<file path="src/rtl/tdm_demux16.sv">
// -----------------------------------------------------------------------------
// tdm_demux16
// Receive-side 1-to-16 time-division demultiplexer. Collects one serial bit per
// enabled cycle into a 16-slot frame that starts at a frame-sync marker, and
// presents each complete frame as a 16-bit word with a one-cycle valid strobe.
// Framing errors (missing or early marker) raise a one-cycle err pulse.
//
// Ports:
//   Clock   in   1   rising-edge clock
//   Reset   in   1   asynchronous, active-high reset
//   en      in   1   bit strobe; d/sync sampled only when en=1
//   d       in   1   serial data bit for the current slot
//   sync    in   1   frame marker, accompanies the slot-0 bit
//   W       out  16  last complete word, W[i] = bit received in slot i
//   valid   out  1   one-cycle pulse when W has just been updated
//   S       out  4   slot index the next enabled bit will occupy
//   locked  out  1   high while frame-locked
//   err     out  1   one-cycle pulse on a framing error
// -----------------------------------------------------------------------------
module tdm_demux16 (
   input  logic        Clock,
   input  logic        Reset,
   input  logic        en,
   input  logic        d,
   input  logic        sync,
   output logic [15:0] W,
   output logic        valid,
   output logic [3:0]  S,
   output logic        locked,
   output logic        err
);

   typedef enum logic [0:0] {
      ST_HUNT   = 1'b0,
      ST_LOCKED = 1'b1
   } state_t;

   state_t      r_state;
   // Slot 15 goes straight into the output word, so only slots 0..14 are held.
   logic [14:0] r_shadow;
   logic [15:0] r_w;
   logic        r_valid;
   logic [3:0]  r_s;
   logic        r_locked;
   logic        r_err;

   assign W      = r_w;
   assign valid  = r_valid;
   assign S      = r_s;
   assign locked = r_locked;
   assign err    = r_err;

   // Framing FSM: slot counter, shadow capture, word output and status pulses.
   always_ff @(posedge Clock or posedge Reset) begin
      if (Reset) begin
         r_state  <= ST_HUNT;
         r_shadow <= 15'd0;
         r_w      <= 16'd0;
         r_valid  <= 1'b0;
         r_s      <= 4'd0;
         r_locked <= 1'b0;
         r_err    <= 1'b0;
      end else begin
         // valid and err are pulses; they drop on every cycle unless re-raised.
         r_valid <= 1'b0;
         r_err   <= 1'b0;
         if (en) begin
            case (r_state)
               ST_HUNT: begin
                  if (sync) begin
                     r_shadow[0] <= d;
                     r_s         <= 4'd1;
                     r_state     <= ST_LOCKED;
                     r_locked    <= 1'b1;
                  end else begin
                     r_s <= 4'd0;
                  end
               end
               ST_LOCKED: begin
                  if (sync) begin
                     // Marker anywhere but slot 0 abandons the partial frame
                     // and restarts it with this bit as slot 0.
                     if (r_s != 4'd0) begin
                        r_err <= 1'b1;
                     end else begin
                        r_err <= 1'b0;
                     end
                     r_shadow[0] <= d;
                     r_s         <= 4'd1;
                  end else if (r_s == 4'd0) begin
                     // Missing marker: lose lock and discard the bit.
                     r_err    <= 1'b1;
                     r_state  <= ST_HUNT;
                     r_locked <= 1'b0;
                     r_s      <= 4'd0;
                  end else if (r_s == 4'd15) begin
                     r_w     <= {d, r_shadow};
                     r_valid <= 1'b1;
                     r_s     <= 4'd0;
                  end else begin
                     r_shadow[r_s] <= d;
                     r_s           <= r_s + 4'd1;
                  end
               end
               default: begin
                  r_state  <= ST_HUNT;
                  r_s      <= 4'd0;
                  r_locked <= 1'b0;
               end
            endcase
         end
      end
   end

endmodule

</file>
<file path="config.mk">
export PLATFORM = sky130hd
export DESIGN_NAME = tdm_demux16
export DESIGN_NICKNAME = d
export VERILOG_FILES = /design/src/rtl/tdm_demux16.sv
export SDC_FILE = /design/constraint.sdc
export NUM_CORES = 1
export LEC_CHECK = 0
export CORE_ASPECT_RATIO = 0.6
export CORE_MARGIN = 3
export CORE_UTILIZATION = 52
export CTS_CLUSTER_DIAMETER = 50
export DETAILED_ROUTE_END_ITERATION = 10
export PLACE_DENSITY = 0.78
export REMOVE_ABC_BUFFERS = 1
export SETUP_SLACK_MARGIN = 0.05
export SYNTH_ARGS = -nofsm -noshare
export SYNTH_HDL_FRONTEND = slang
export SYNTH_SLANG_ARGS = --single-unit
</file>
<file path="constraint.sdc">
create_clock -name Clock -period 2.14 [get_ports Clock]
set_input_delay 0.428 -clock Clock [delete_from_list [all_inputs] [get_ports Clock]]
set_output_delay 0.428 -clock Clock [all_outputs]
set_load 0.01 [all_outputs]
</file>
* Word level (Yosys, flattened, before mapping)
Index checks and enable logic that the tools add are counted.
** Word-level totals
- Flip-flop bits (word level) :: 39
- Latch bits :: 0
- Bits in writable memories :: 0
- Memory bits (read-only) :: 0
- Input port bits :: 5
- Logic and storage cells :: 59
- Memories :: 0
** Operators by class
- Add/subtract/negate cells :: 1
- Multipliers :: 0
- Div/mod/pow operators :: 0
- $lt $le $gt $ge :: 2
- Equal/unequal tests :: 6
- Shift-type cells :: 0
- Muxes and demuxes :: 31
- Bitwise gates (word level) :: 4
- Reduce and logical (&&, ||, !) cells :: 7
** Operators by type and width (number)
- two-way mux 1 bit :: 22
- bitwise mux 15 bit :: 1
- two-way mux 4 bit :: 3
- AND reduction 5 bit :: 2
- one-hot mux 4 bit (2 select lines) :: 1
- AND reduction 4 bit :: 2
- != test 3 bit, second input constant :: 2
- one-hot mux 1 bit (2 select lines) :: 3
- less-than comparator 4 x 5 -> 1 bit, second input constant :: 1
- adder 4 x 1 -> 4 bit, second input constant :: 1
- demux 1 bit (select 4 bit) :: 1
- == test 4 bit, second input constant :: 1
- >= comparator 4 x 1 -> 1 bit, second input constant :: 1
- zero test 4 bit :: 1
- != test 2 bit, second input constant :: 2
- NOT 1 bit :: 4
- nonzero test 4 bit :: 1
- != test 2 x 1 -> 1 bit, second input constant :: 1
- logical AND 1 bit :: 1

* Longest topological paths before layout
- Depth after elaboration :: 9
- Depth in mapped cells :: 6
- Depth with buffers taken out :: 6

* Least setup slack after synthesis
No wires, ideal clock.
- Path kind :: flip-flop to flip-flop
- From :: register r_s[0], in the netlist S[0]
- To :: register r_w[0], in the netlist W[0]
- Setup time :: 0.125 ns
- Arrival time :: 1.661 ns
- Data required time :: 2.015 ns
- Setup slack :: 0.354 ns
- Cell stages (with the launch flop) :: 6
- Buffers on the path :: 1
- Cell sequence :: dfrtp_1 ha_1 nand3_4 nor3_4 buf_12 mux2_4
** On the way
- Longest elaborated chain between the ends :: 3
- Elaborated cells between the ends (all ways) :: 4
- Those cells by class :: eq/ne: 1; bitwise: 1; reduce/logical: 2
** Ends and longest elaborated chain
- start: declaration :: line 43 : logic [3:0] r_s;
- start signal: assignment :: line 102 : r_s <= r_s + 4'd1;
- zero test 4 bit :: line 90 : end else if (r_s == 4'd0) begin
- NOT 1 bit (no line)
- AND reduction 5 bit (no line) (*)
- end signal: assignment :: line 97 : r_w <= {d, r_shadow};
- end: declaration :: line 41 : logic [15:0] r_w;
Mark *: on every way between the ends. The rest lies on a longest branch, timed or not.
A chain may end at the register's enable or synchronous reset.

* Worst setup path after layout
- From :: register r_s[2], in the netlist S[2]
- To :: output port S[2]
** RTL lines
- end: declaration :: line 28 : output logic [3:0] S,
No word-level cell between the ends.

==> run summary <==
Hold WC Path Type -> register to register
IO Port Bufs -> 27
Yosys reg bits -> 39
Min cycle time layout -> 1.93 ns
Max-cap violations -> 0
Most common cell after layout, fill and taps aside -> dfrtp_1
Io pins -> 28
Top FF cell, synth -> dfrtp_1
Req. time, crit path -> 1.71 ns
Setup_tns -> 0 ns
Worst path slowest cell -> clkdlybuf4s50_1
Rows -> 15
Least-Margin Pin Slew -> 0.544 ns
Max Slew Vio Count -> 0
Cell Int Power -> 1.21 mW
CP arrival -> 1.50 ns
RSZ-0062 raised after global routing -> no
Routed Antenna Nets -> 0
Pin count of the biggest net entering global routing -> 40
Switching Power -> 0.471 mW
DP Worst Slack -> 0.135 ns
Fin nets -> 174
Combinational power share -> 0.187
Kind of end point of the critical path -> output pin
CP delay by family, top -> buffers and inverters
Clock Path Buffers -> 2
Hold Violations, Final -> 0
Post CTS Setup Buffer Count -> 0
Die width -> 81.5 um
Post-synthesis sequential area ratio -> 0.549
Post-synth EDFFs -> 0
Tot GR Track Use -> 0.186
Max Clk Rate -> 519 MHz
Max incr delay on CP -> 0.62 ns
Post-Syn Area -> 1780 um^2
Initial antenna violation count -> 0
Number of buffers created by CTS -> 5
Starting density of the core -> 0.581
Clock Sink Count -> 39
H-tree levels -> 2
1st-iter DRT viols -> 56
Pre-antenna DRT Iters -> 5
Total die area -> 4180 um^2
Cts hold-fix bufs -> 0
First-pass GRT wire length -> 5740 um
Root Buffer -> clkbuf_8
Post-synth ARST share -> 1.00
Clk Latency, worst-skew pair -> 0.28 ns
GPL Wtd Cong -> 0.820
Layout Skew -> 0.00493 ns
Via-per-instance ratio -> 5.46
Share of layout cells above drive strength 1 -> 0.279
Period utilization -> 0.900
Core ar. -> 3060 um^2
Max-slew headroom -> 0.636
Register share of total power -> 0.542
Routed WL -> 3360 um
PostCTS Resize Cnt -> 0
Lkg Pwr -> 1.02 nW
Most frequent cells in the layout -> dfrtp_1 (39), clkdlybuf4s50_1 (27), mux2_2 (22)
Switching share of power -> 0.280
Clock slew at reported path FFs -> 0.07 ns
WS Path Type -> register to output pin
Clock group share of total power -> 0.271
Via count -> 1,130
Grt ovf -> 0
Ys Warns -> 0
Startpoint types -> register
Post-detailed-placement half-perimeter wirelength -> 2370 um
Cell Chain, Critical Path -> clkdlybuf4s50_1
CP Max Fanout -> 11
CTS tree -> yes
Worst VDD drop -> 0.000585 V
Die Span Y -> 51.3 um
Area growth syn-to-layout -> 22.5%
Yosys cell types -> 29
DRC violations left -> 0
Worst setup margin -> 0.214 ns
Syn Inst Count -> 131
Antenna Cells -> 0
Post-DR wirelength/cell -> 16.2 um
Pwr dens -> 774 nW/um^2
Outcome -> finished, final reports clean
Avg Inst Size Synth -> 13.6 um^2
Worst path bufs/invs -> 1
Setup violators final -> 0
Vias in the first global route -> 1,141
-- registers in the layout (all words and copies together) (netlist names) --
name      count
S             4
locked        1
W            16
r_state       1
r_shadow     15
valid         1
err           1
-- metrics by stage --
stage               cells   util  power, mW  cell area, um^2  hold slack, ns
detailed placement    199  0.685       1.24             2090           0.495
CTS                   207  0.711       1.70             2180           0.511
global placement      199  0.685       1.21             2090           0.486
floorplan             124      -       1.10             1710           0.474
finish                207  0.711       1.69             2180           0.505
global route          207  0.711       1.78             2180           0.523
-- final cells by class --
cell class              instances  area (um^2)
fillers                       216          883
flip-flops and latches         39          976
clock buffers                   7         76.3
clock inverters                 1         5.00
repair buffers                 33          328
multi-input cells              80          719
inverters                       5         18.8
well taps                      42         52.6
-- routing by layer --
metal,vias up,wire (um),global-route usage
li1,529,-,-
met1,553,1570,0.255
met2,42,1550,0.293
met3,6,193,0.0546
met4,0,49,0.0421
met5,-,0,0
-- power by group through the flow --
stage / clock network, mW / logic, mW / registers, mW
floorplan: 0 / 0.189 / 0.909
global placement: 0 / 0.298 / 0.916
detailed placement: 0 / 0.313 / 0.926
CTS: 0.473 / 0.315 / 0.914
global route: 0.505 / 0.343 / 0.929
finish: 0.456 / 0.316 / 0.913
-- cell usage after synthesis (2+ instances only) --
| library cell | number | area share |
|---|---|---|
| a21oi_1 | 3 | 0.0084 |
| a31oi_1 | 2 | 0.0070 |
| a41oi_1 | 2 | 0.0099 |
| and3b_1 | 2 | 0.0099 |
| buf_6 | 2 | 0.013 |
| clkbuf_1 | 2 | 0.0042 |
| dfrtp_1 | 39 | 0.55 |
| ha_1 | 5 | 0.035 |
| inv_1 | 5 | 0.011 |
| mux2_2 | 22 | 0.14 |
| mux2_4 | 9 | 0.076 |
| nand2_1 | 3 | 0.0063 |
| nand3_1 | 15 | 0.042 |
| nor2_1 | 3 | 0.0063 |
| nor2b_1 | 2 | 0.0070 |
| o21ai_0 | 2 | 0.0056 |
-- cells by family after synthesis --
logic type               count (synthesis)  synth area share
adder cells (fa/ha/maj)                  5            0.0352
multiplexers                            31             0.215
AND/OR/NAND/NOR                         33             0.114
AO/OA/AOI/OAI                           11            0.0401
buffers and inverters                   12            0.0458
flip-flops                              39             0.549
-- path summary, 6_finish.rpt --
check	startpoint	to	slack (ns)	cells past startpoint
min in group asynchronous	Reset	r_shadow[2]$_DFFE_PP0P_	0.57	3
min reg2reg	r_shadow[12]$_DFFE_PP0P_	W[12]$_DFFE_PP0P_	0.51	1
max reg2reg	S[0]$_DFFE_PP0P_	err$_DFF_PP0_	0.29	6
min	r_shadow[12]$_DFFE_PP0P_	W[12]$_DFFE_PP0P_	0.51	1
max	S[2]$_DFFE_PP0P_	S[2]	0.21	1
max in group asynchronous	Reset	r_shadow[5]$_DFFE_PP0P_	1.24	3
Power figures use the tool's default switching activity.
